`config.mk`:
```
export PLATFORM = sky130hd
export DESIGN_NAME = uart_msg_enc_flat
export DESIGN_NICKNAME = d
export VERILOG_FILES = /design/src/rtl/uart_msg_enc_if.sv /design/src/rtl/uart_msg_enc.sv /design/src/flat_wrapper.sv
export SDC_FILE = /design/constraint.sdc
export NUM_CORES = 1
export LEC_CHECK = 0
export BUFFER_PORTS_ARGS = -buffer_cell sky130_fd_sc_hd__clkbuf_2
export CAP_MARGIN = 15
export CORE_MARGIN = 2
export CORE_UTILIZATION = 50
export DETAILED_ROUTE_END_ITERATION = 8
export PLACE_DENSITY = 0.78
export SYNTH_ARGS = -nofsm -noshare
export SYNTH_HDL_FRONTEND = slang
export SYNTH_SLANG_ARGS = --single-unit
```
`constraint.sdc`:
```
create_clock -name CLK_100M -period 3.4 [get_ports CLK_100M]
set_input_delay 0.68 -clock CLK_100M [delete_from_list [all_inputs] [get_ports CLK_100M]]
set_output_delay 0.68 -clock CLK_100M [all_outputs]
set_load 0.01 [all_outputs]
```
`src/rtl/uart_msg_enc_if.sv`:
```
// rtl/uart_msg_enc_if.sv - request, TX handshake and overflow signals of the ASCII message encoder
interface uart_msg_enc_if #(
    parameter int NUM_DIGITS = 2
);
    logic [7:0]              TEXT_REQ;
    logic                    NUM_REQ;
    logic [4*NUM_DIGITS-1:0] NUM_VAL;
    logic                    REQ_BUSY;
    logic                    TX_VALID;
    logic [7:0]              TX_DATA;
    logic                    TX_READY;
    logic                    OVERFLOW;
    logic                    CLR_OVF;

    modport master (
        output TEXT_REQ, NUM_REQ, NUM_VAL, TX_READY, CLR_OVF,
        input  REQ_BUSY, TX_VALID, TX_DATA, OVERFLOW
    );

    modport slave (
        input  TEXT_REQ, NUM_REQ, NUM_VAL, TX_READY, CLR_OVF,
        output REQ_BUSY, TX_VALID, TX_DATA, OVERFLOW
    );
endinterface

```
`src/rtl/uart_msg_enc.sv`:
```
// rtl/uart_msg_enc.sv - text/hex event to ASCII byte encoder with FWFT output FIFO (option: UART_MSG_ENC_CRLF_EN)
module uart_msg_enc #(
    parameter int NUM_DIGITS = 2,
    parameter int FIFO_DEPTH = 8
) (
    input  logic          CLK_100M,
    input  logic          SYS_RST,
    uart_msg_enc_if.slave bus
);
    localparam int AW = $clog2(FIFO_DEPTH);
    localparam int VW = 4 * NUM_DIGITS;
    localparam int CW = 4;
`ifdef UART_MSG_ENC_CRLF_EN
    localparam logic [CW-1:0] NUM_LEN = CW'(NUM_DIGITS + 2);
`else
    localparam logic [CW-1:0] NUM_LEN = CW'(NUM_DIGITS);
`endif

    typedef enum logic {IDLE, EMIT} state_t;

    state_t          state, state_nxt;
    logic            is_text;
    logic [7:0]      text_q;
    logic [VW-1:0]   shift_q;
    logic [CW-1:0]   char_cnt;
    logic [7:0]      cur_char;
    logic [7:0]      text_sel;
    logic            text_hit;
    logic [8:0]      req_vec;
    logic            any_req;
    logic            multi_req;
    logic            push;
    logic            pop;
    logic            req_busy;
    logic            overflow_q;
    logic [7:0]      mem [FIFO_DEPTH];
    logic [AW:0]     wr_ptr, rd_ptr;
    logic            fifo_empty, fifo_full;

    function automatic logic [7:0] text_char(input logic [2:0] idx);
        case (idx)
            3'd7:    text_char = 8'h4F;
            3'd6:    text_char = 8'h4B;
            3'd5:    text_char = 8'h46;
            3'd4:    text_char = 8'h41;
            3'd3:    text_char = 8'h49;
            3'd2:    text_char = 8'h4C;
            3'd1:    text_char = 8'h0A;
            default: text_char = 8'h3E;
        endcase
    endfunction

    function automatic logic [7:0] hex_char(input logic [3:0] nib);
        hex_char = (nib < 4'd10) ? (8'h30 + {4'h0, nib}) : (8'h37 + {4'h0, nib});
    endfunction

    assign req_vec   = {bus.TEXT_REQ, bus.NUM_REQ};
    assign any_req   = |req_vec;
    // more than one bit set means every loser of the priority pick is dropped
    assign multi_req = |(req_vec & (req_vec - 9'd1));
    assign text_hit  = |bus.TEXT_REQ;

    always_comb begin
        text_sel = 8'h00;
        for (int i = 0; i < 8; i++) begin
            if (bus.TEXT_REQ[i]) text_sel = text_char(3'(i));
        end
    end

    always_ff @(posedge CLK_100M or posedge SYS_RST) begin
        if (SYS_RST) state <= IDLE;
        else         state <= state_nxt;
    end

    always_comb begin
        state_nxt = state;
        case (state)
            IDLE: if (any_req) state_nxt = EMIT;
            EMIT: if (push && char_cnt == CW'(1)) state_nxt = IDLE;
            default: state_nxt = IDLE;
        endcase
    end

    always_comb begin
        req_busy = (state == EMIT);
        // a same-cycle pop frees a slot, so a full FIFO still takes the push
        push     = (state == EMIT) && (!fifo_full || pop);
        cur_char = is_text ? text_q : hex_char(shift_q[VW-1 -: 4]);
`ifdef UART_MSG_ENC_CRLF_EN
        if (!is_text && char_cnt == CW'(2)) cur_char = 8'h0D;
        if (!is_text && char_cnt == CW'(1)) cur_char = 8'h0A;
`endif
    end

    always_ff @(posedge CLK_100M or posedge SYS_RST) begin
        if (SYS_RST) begin
            is_text  <= 1'b0;
            text_q   <= 8'h00;
            shift_q  <= '0;
            char_cnt <= '0;
        end else if (state == IDLE && any_req) begin
            if (text_hit) begin
                is_text  <= 1'b1;
                text_q   <= text_sel;
                char_cnt <= CW'(1);
            end else begin
                is_text  <= 1'b0;
                shift_q  <= bus.NUM_VAL;
                char_cnt <= NUM_LEN;
            end
        end else if (push) begin
            char_cnt <= char_cnt - CW'(1);
            if (!is_text) shift_q <= shift_q << 4;
        end
    end

    always_ff @(posedge CLK_100M or posedge SYS_RST) begin
        if (SYS_RST)
            overflow_q <= 1'b0;
        else if (any_req && (state == EMIT || multi_req))
            overflow_q <= 1'b1;
        else if (bus.CLR_OVF)
            overflow_q <= 1'b0;
    end

    assign fifo_empty = (wr_ptr == rd_ptr);
    assign fifo_full  = (wr_ptr[AW] != rd_ptr[AW]) && (wr_ptr[AW-1:0] == rd_ptr[AW-1:0]);
    assign pop        = !fifo_empty && bus.TX_READY;

    always_ff @(posedge CLK_100M) begin
        if (push) mem[wr_ptr[AW-1:0]] <= cur_char;
    end

    always_ff @(posedge CLK_100M or posedge SYS_RST) begin
        if (SYS_RST) begin
            wr_ptr <= '0;
            rd_ptr <= '0;
        end else begin
            if (push) wr_ptr <= wr_ptr + 1'b1;
            if (pop)  rd_ptr <= rd_ptr + 1'b1;
        end
    end

    assign bus.REQ_BUSY = req_busy;
    assign bus.OVERFLOW = overflow_q;
    assign bus.TX_VALID = !fifo_empty;
    assign bus.TX_DATA  = fifo_empty ? 8'h00 : mem[rd_ptr[AW-1:0]];
endmodule

```
`src/flat_wrapper.sv`:
```
// flat-port wrapper written by rule: the top's interface ports become plain ports
module uart_msg_enc_flat 
#(
    parameter int NUM_DIGITS = 2,
    parameter int FIFO_DEPTH = 8
)
  (CLK_100M, SYS_RST, bus_TEXT_REQ, bus_NUM_REQ, bus_NUM_VAL, bus_TX_READY, bus_CLR_OVF, bus_REQ_BUSY, bus_TX_VALID, bus_TX_DATA, bus_OVERFLOW);
  uart_msg_enc_if #(.NUM_DIGITS(NUM_DIGITS)) bus_i ();
  input  logic CLK_100M;
  input  logic SYS_RST;
  input wire logic [$bits(bus_i.TEXT_REQ)-1:0] bus_TEXT_REQ;
  input wire logic [$bits(bus_i.NUM_REQ)-1:0] bus_NUM_REQ;
  input wire logic [$bits(bus_i.NUM_VAL)-1:0] bus_NUM_VAL;
  input wire logic [$bits(bus_i.TX_READY)-1:0] bus_TX_READY;
  input wire logic [$bits(bus_i.CLR_OVF)-1:0] bus_CLR_OVF;
  output wire logic [$bits(bus_i.REQ_BUSY)-1:0] bus_REQ_BUSY;
  output wire logic [$bits(bus_i.TX_VALID)-1:0] bus_TX_VALID;
  output wire logic [$bits(bus_i.TX_DATA)-1:0] bus_TX_DATA;
  output wire logic [$bits(bus_i.OVERFLOW)-1:0] bus_OVERFLOW;
  assign bus_i.TEXT_REQ = bus_TEXT_REQ;
  assign bus_i.NUM_REQ = bus_NUM_REQ;
  assign bus_i.NUM_VAL = bus_NUM_VAL;
  assign bus_i.TX_READY = bus_TX_READY;
  assign bus_i.CLR_OVF = bus_CLR_OVF;
  assign bus_REQ_BUSY = bus_i.REQ_BUSY;
  assign bus_TX_VALID = bus_i.TX_VALID;
  assign bus_TX_DATA = bus_i.TX_DATA;
  assign bus_OVERFLOW = bus_i.OVERFLOW;
  uart_msg_enc #(.NUM_DIGITS(NUM_DIGITS), .FIFO_DEPTH(FIFO_DEPTH)) u_core (.CLK_100M(CLK_100M), .SYS_RST(SYS_RST), .bus(bus_i));
endmodule
```
# Word level (Yosys, flattened, before mapping)
# Memories as Yosys holds them, arrays and structs flattened.
# Cells that the tools add are included.
[totals]
mem_count = 1
out_inout_bits = 11
ramBits = 64
ff_bits = 31
elab_cells = 67
[mem_list]
columns = ["memory", "depth", "width", "rd", "rd_clocked_by_memory_dff", "write_ports", "line_no", "text"]
rows = [
  ["u_core.mem", 8, 8, 1, 0, 1, "uart_msg_enc.sv:36", "logic [7:0] mem [FIFO_DEPTH];"],
]
[classes]
add_sub_neg = 6
eq_ne = 6
order_cmp = 1
muxes = 26
reduce_logical = 17
n_bitwise = 2
[op_table]
columns = ["operator", "n"]
rows = [
  ["8-bit two-way mux", 14],
  ["9-bit OR reduction", 2],
  ["6-bit by 4-bit adder with 7-bit output, first input constant", 2],
  ["9-bit bitwise AND", 1],
  ["9-bit by 1-bit subtractor with 9-bit output, second input constant", 1],
  ["4-bit by 1-bit adder with 4-bit output, second input constant", 2],
  ["4-bit two-way mux", 2],
  ["8-bit OR reduction", 1],
  ["1-bit two-way mux", 7],
  ["1-bit logical AND", 6],
  ["6-bit two-way mux", 1],
  ["4-bit by 1-bit equality test with 1-bit output, second input constant", 1],
  ["4-bit equality test", 1],
  ["4-bit less-than comparator, second input constant", 1],
  ["2-bit != test, second input constant", 2],
  ["2-bit nonzero test", 2],
  ["4-bit by 1-bit subtractor with 4-bit output, second input constant", 1],
  ["3-bit equality test", 1],
  ["3-bit AND reduction", 1],
  ["1-bit zero test", 2],
  ["1-bit logical OR", 2],
  ["2-bit two-way mux", 1],
  ["1-bit case mux with 2 select lines", 1],
  ["2-bit AND reduction", 1],
  ["other kinds (2)", 2],
]

# Depth between registers and ports, before layout
[depth]
ltp_word = 8
depth_mapped = 6
ltp_nobuf = 6

# Worst setup path before layout
# OpenSTA, ideal clock, no wires.
[synth_path]
kind = "register to register"
start = "register u_core.wr_ptr[0]"
end = "memory u_core.mem[4][0], enable pin"
required_time_ps = 3007
path_slack_ps = 980
path_stages_with_launch = 6
setup_ps = 393
arrival_time_ps = 2027
cell_sequence = "dfrtp_1 buf_2 xor2_1 or3_1 o21ai_2 nor4b_1"
[synth_via]
elab_chain_len = 7
[synth_lines]
columns = ["item", "line_no", "text"]
rows = [
  ["from (decl)", "uart_msg_enc.sv:37", "logic [AW:0] wr_ptr, rd_ptr;"],
  ["from (signal assigned)", "uart_msg_enc.sv:139", "if (push) wr_ptr <= wr_ptr + 1'b1;"],
  ["4-bit equality test / 3-bit equality test (equally long branches)", "uart_msg_enc.sv:126, uart_msg_enc.sv:127", ""],
  ["1-bit zero test / 1-bit logical AND (equally long branches)", "uart_msg_enc.sv:128, uart_msg_enc.sv:127", ""],
  ["1-bit logical AND / 1-bit zero test (equally long branches)", "uart_msg_enc.sv:128, uart_msg_enc.sv:87", ""],
  ["1-bit logical OR", "uart_msg_enc.sv:87", "push = (state == EMIT) && (!fifo_full || pop);"],
  ["1-bit logical AND", "uart_msg_enc.sv:87", ""],
  ["1-bit two-way mux", "uart_msg_enc.sv:131", "if (push) mem[wr_ptr[AW-1:0]] <= cur_char;"],
  ["1-bit two-way mux (implied by the code)", "uart_msg_enc.sv:131", ""],
  ["to (decl)", "uart_msg_enc.sv:36", ""],
]
# Parallel ways exist; a longest one is shown, timed or not.

# Worst setup path in the final report
[layout_path]
start = "register u_core.rd_ptr[0]"
end = "output bus_TX_DATA[1]"
[layout_via]
elab_chain_len = 2
[layout_lines]
columns = ["item", "line_no", "text"]
rows = [
  ["from (decl)", "uart_msg_enc.sv:37", ""],
  ["from (signal assigned)", "uart_msg_enc.sv:140", "if (pop) rd_ptr <= rd_ptr + 1'b1;"],
  ["memory 8 x 8 bit / 4-bit equality test (equally long branches)", "--", ""],
  ["8-bit two-way mux *", "uart_msg_enc.sv:147", "assign bus.TX_DATA = fifo_empty ? 8'h00 : mem[rd_ptr[AW-1:0]];"],
  ["to (decl)", "flat_wrapper.sv:18", "output wire logic [$bits(bus_i.TX_DATA)-1:0] bus_TX_DATA;"],
]
# Mark *: on every way between the ends. The rest lies on a longest branch, timed or not.

==> flow_summary.yaml <==
floorplanning:
  die_x_um: 93.9
  initial_core_util_pct: 52.1
  die_area_sq_um: 8830
  placeableCoreArea_sq_um: 7770
  row_count: 32
  io_pins: 32
  die_h_um: 93.9
clocking:
  cts_resized: 0
  htreeDepth: 3
  ctsHoldBuffers: 0
  clock_path_buffers: 2
  clock_latency_ns: 0.36
  clock_sinks: 85
  cts_buffers: 9
  clock-root-buffer: "clkbuf_8"
  clkSlewWorstSetupHoldPaths_ns: 0.09
  cts_setup_buffers: 0
  cts_tree: "yes"
logic_synthesis:
  synth_nets: 321
  synth_seq_area_share_pct: 59.5
  async_reset_ff_share_pct: 34.1
  synth_top_area_share_pct: 41.6
  synth_edf_count: 56
  synth-warning-count: 0
  ys_seq_elements: 85
  synth_compound_area_share_pct: 8.78
  synthAdderAreaFrac_pct: 1.79
  syn_avg_cell_area_sq_um: 13.7
  synthMuxAreaShare_pct: 13.6
  synth-simple-area-share_pct: 9.71
  synthTopCellsByArea: "edfxtp_1, dfrtp_1, mux4_2, mux2i_1, nor2_1"
  synth_top_family_by_area: "multiplexers"
  synthCells: 295
  synth_flop_cell: "edfxtp_1"
  netlist_area_sq_um: 4050
  yosysTopAreaCell: "edfxtp_1"
  ys_types: 55
  synth-xor-area-share_pct: 2.38
sta:
  maxSlewHeadroom_pct: 42.9
  slew_viol_final: 0
  tns_ns: 0
  skew_ns: 0.0118
  finalHoldViolCount: 0
  rsz0062_at_grt: "false"
  timing.final.crit_share_pct: 80.1
  setup_viol: 0
  fmax_mhz: 367
  finalCriticalPeriod_ns: 2.72
  worst_pin_slew_ns: 0.848
power:
  clockPowerShare_pct: 15.6
  total_power_mw: 4.37
  power.ir.vdd_worst_mv: 0.346
  seqPwrFrac_pct: 42.1
  intPower_mw: 2.72
  p_switching_mw: 1.66
  p_leak_nw: 1.71
  combPwrFrac_pct: 42.3
  p_per_area_nw_per_um2: 963
  netSwitchingFraction_pct: 37.9
critical_path:
  path_cells: "buf_4, mux4_2, mux2i_1, nor2_1, clkbuf_2"
  cp.required_ns: 2.72
  cp.arrival_ns: 2.04
  slowest_stage: "mux4_2"
  worstSetupEndpointType: "output port"
  reg2reg_to: "u_core.mem[3][1]$_DFFE_PP_"
  reg2reg_depth: 4
  slowest_delay_ns: 0.57
  path_max_fanout: 17
  rrSetupSlack_ns: 0.93
  timing_worst_setup_path_type: "register to output port"
  r2r-start: "u_core.wr_ptr[0]$_DFFE_PP0P_"
  start_kind: "register"
routing:
  drt_iter0_markers: 180
  drc: 0
  first_pass_iters: 4
  vias_per_cell: 5.70
  wirelength_um: 7640
  detail-route-antenna-nets: 0
  vias: 2504
  drt-wirelength-per-cell_um: 17.4
finish:
  fillerInstances: 617
  final_cell_mix: "edfxtp_1, clkbuf_2, dfrtp_1"
  antenna_cells: 0
  regArea_sq_um: 2410
  final_area_sq_um: 4540
  drive_above_1_share_pct: 26.1
  syn_to_final_growth_pct: 12.2
  mostFrequentLayoutCell: "edfxtp_1"
  nets: 358
  final_util_pct: 58.4
  multiInputGateArea_sq_um: 1480
placement:
  routabilityCongestion: 0.799
  placed_area_sq_um: 4310
  portBuffers: 30
  hpwl_um: 5260
global_route:
  grt_pass1_wl_um: 12300
  overflow: 0
  antenna_found_initial: 0
  first_global_vias: 2390
  grt_max_degree: 30
  grt_usage_pct: 18.9
outcome:
  status: "completed"
hold_path:
  hold_class: "input port to async pin"
run:
  cap_violations: 0
[routing by layer]
layer	track usage, %	wire (um)	vias to the layer above
met2	30.1	3760	61
li1	-	-	1175
met5	0	0	-
met3	2.81	298	9
met1	25.9	3460	1259
met4	8.57	116	0
[power by group through the flow]
stage / combinational, mW / sequential (mW) / clock (mW)
finish: 1.85 / 1.84 / 0.683
detailed placement: 1.85 / 1.86 / 0
global placement: 1.81 / 1.84 / 0
floorplan: 1.41 / 1.74 / 0
global route: 2.03 / 1.88 / 0.739
CTS: 1.86 / 1.84 / 0.701
[sequential cells by signal, summed over array words and instances (netlist names)]
register and flops:
u_core.rd_ptr 4, u_core.shift_q 8, u_core.char_cnt 4, u_core.bus.OVERFLOW 1, u_core.is_text 1, u_core.wr_ptr 4
u_core.mem 56, u_core.text_q 6, u_core.bus.REQ_BUSY 1
[how the worst max path moves through the flow]
stage	startpoint	to	slack, ns	depth (start not counted)
finish	u_core.rd_ptr[0]$_DFFE_PP0P_	bus_TX_DATA[1]	0.68	5
global route	u_core.rd_ptr[0]$_DFFE_PP0P_	bus_TX_DATA[1]	0.57	5
CTS	u_core.rd_ptr[0]$_DFFE_PP0P_	bus_TX_DATA[1]	0.67	5
detailed placement	u_core.wr_ptr[0]$_DFFE_PP0P_	u_core.mem[6][4]$_DFFE_PP_	0.80	4
global placement	u_core.wr_ptr[0]$_DFFE_PP0P_	u_core.mem[6][4]$_DFFE_PP_	1.02	4
floorplan	u_core.wr_ptr[0]$_DFFE_PP0P_	u_core.mem[4][0]$_DFFE_PP_	0.98	5
[metrics by stage]
| stage | hold WS, ns | cells | setup slack (ns) |
|---|---|---|---|
| after global routing | 0.250 | 439 | 0.566 |
| after floorplan | 0.462 | 295 | 0.980 |
| final | 0.236 | 439 | 0.676 |
| after CTS | 0.496 | 437 | 0.666 |
| after detailed placement | 0.478 | 421 | 0.798 |
| after global placement | 0.482 | 421 | 1.02 |
[logic make-up after synthesis]
family          Yosys count
flops                    85
xor+xnor                 11
other cells               1
fa+ha+maj                 6
buf+inv                  34
mux                      36
simple gates             72
compound gates           50
[cell type report]
class                      instances  area share, %
timing repair buffer              43           5.85
clock inverter                     7           1.60
sequential                        85           53.0
inverter                          17           1.41
clock buffer                       9           2.73
multi-input combinational        176           32.6
tap                              102           2.81
[synth_stat cells, types with 3 or more instances]
master and number:
or3_1 3, nor2_1 25, xnor2_1 4, nor2b_1 3
inv_1 17, clkbuf_1 4, mux4_2 14, edfxtp_1 56
a211oi_1 4, ha_1 5, buf_4 4, dfrtp_1 29
nor3_1 7, nand2_1 15, a31oi_1 3, nor4b_1 4
xor2_1 7, buf_2 7, o21ai_0 7, a21oi_1 15
mux2i_1 16
[critical path: cells and delay by family, from the launching register on]
family	cells	cell delay, ns
flops	1	0.39
simple gates	1	0.07
mux	2	0.76
buf+inv	2	0.46
(Power assumes the default switching activity.)
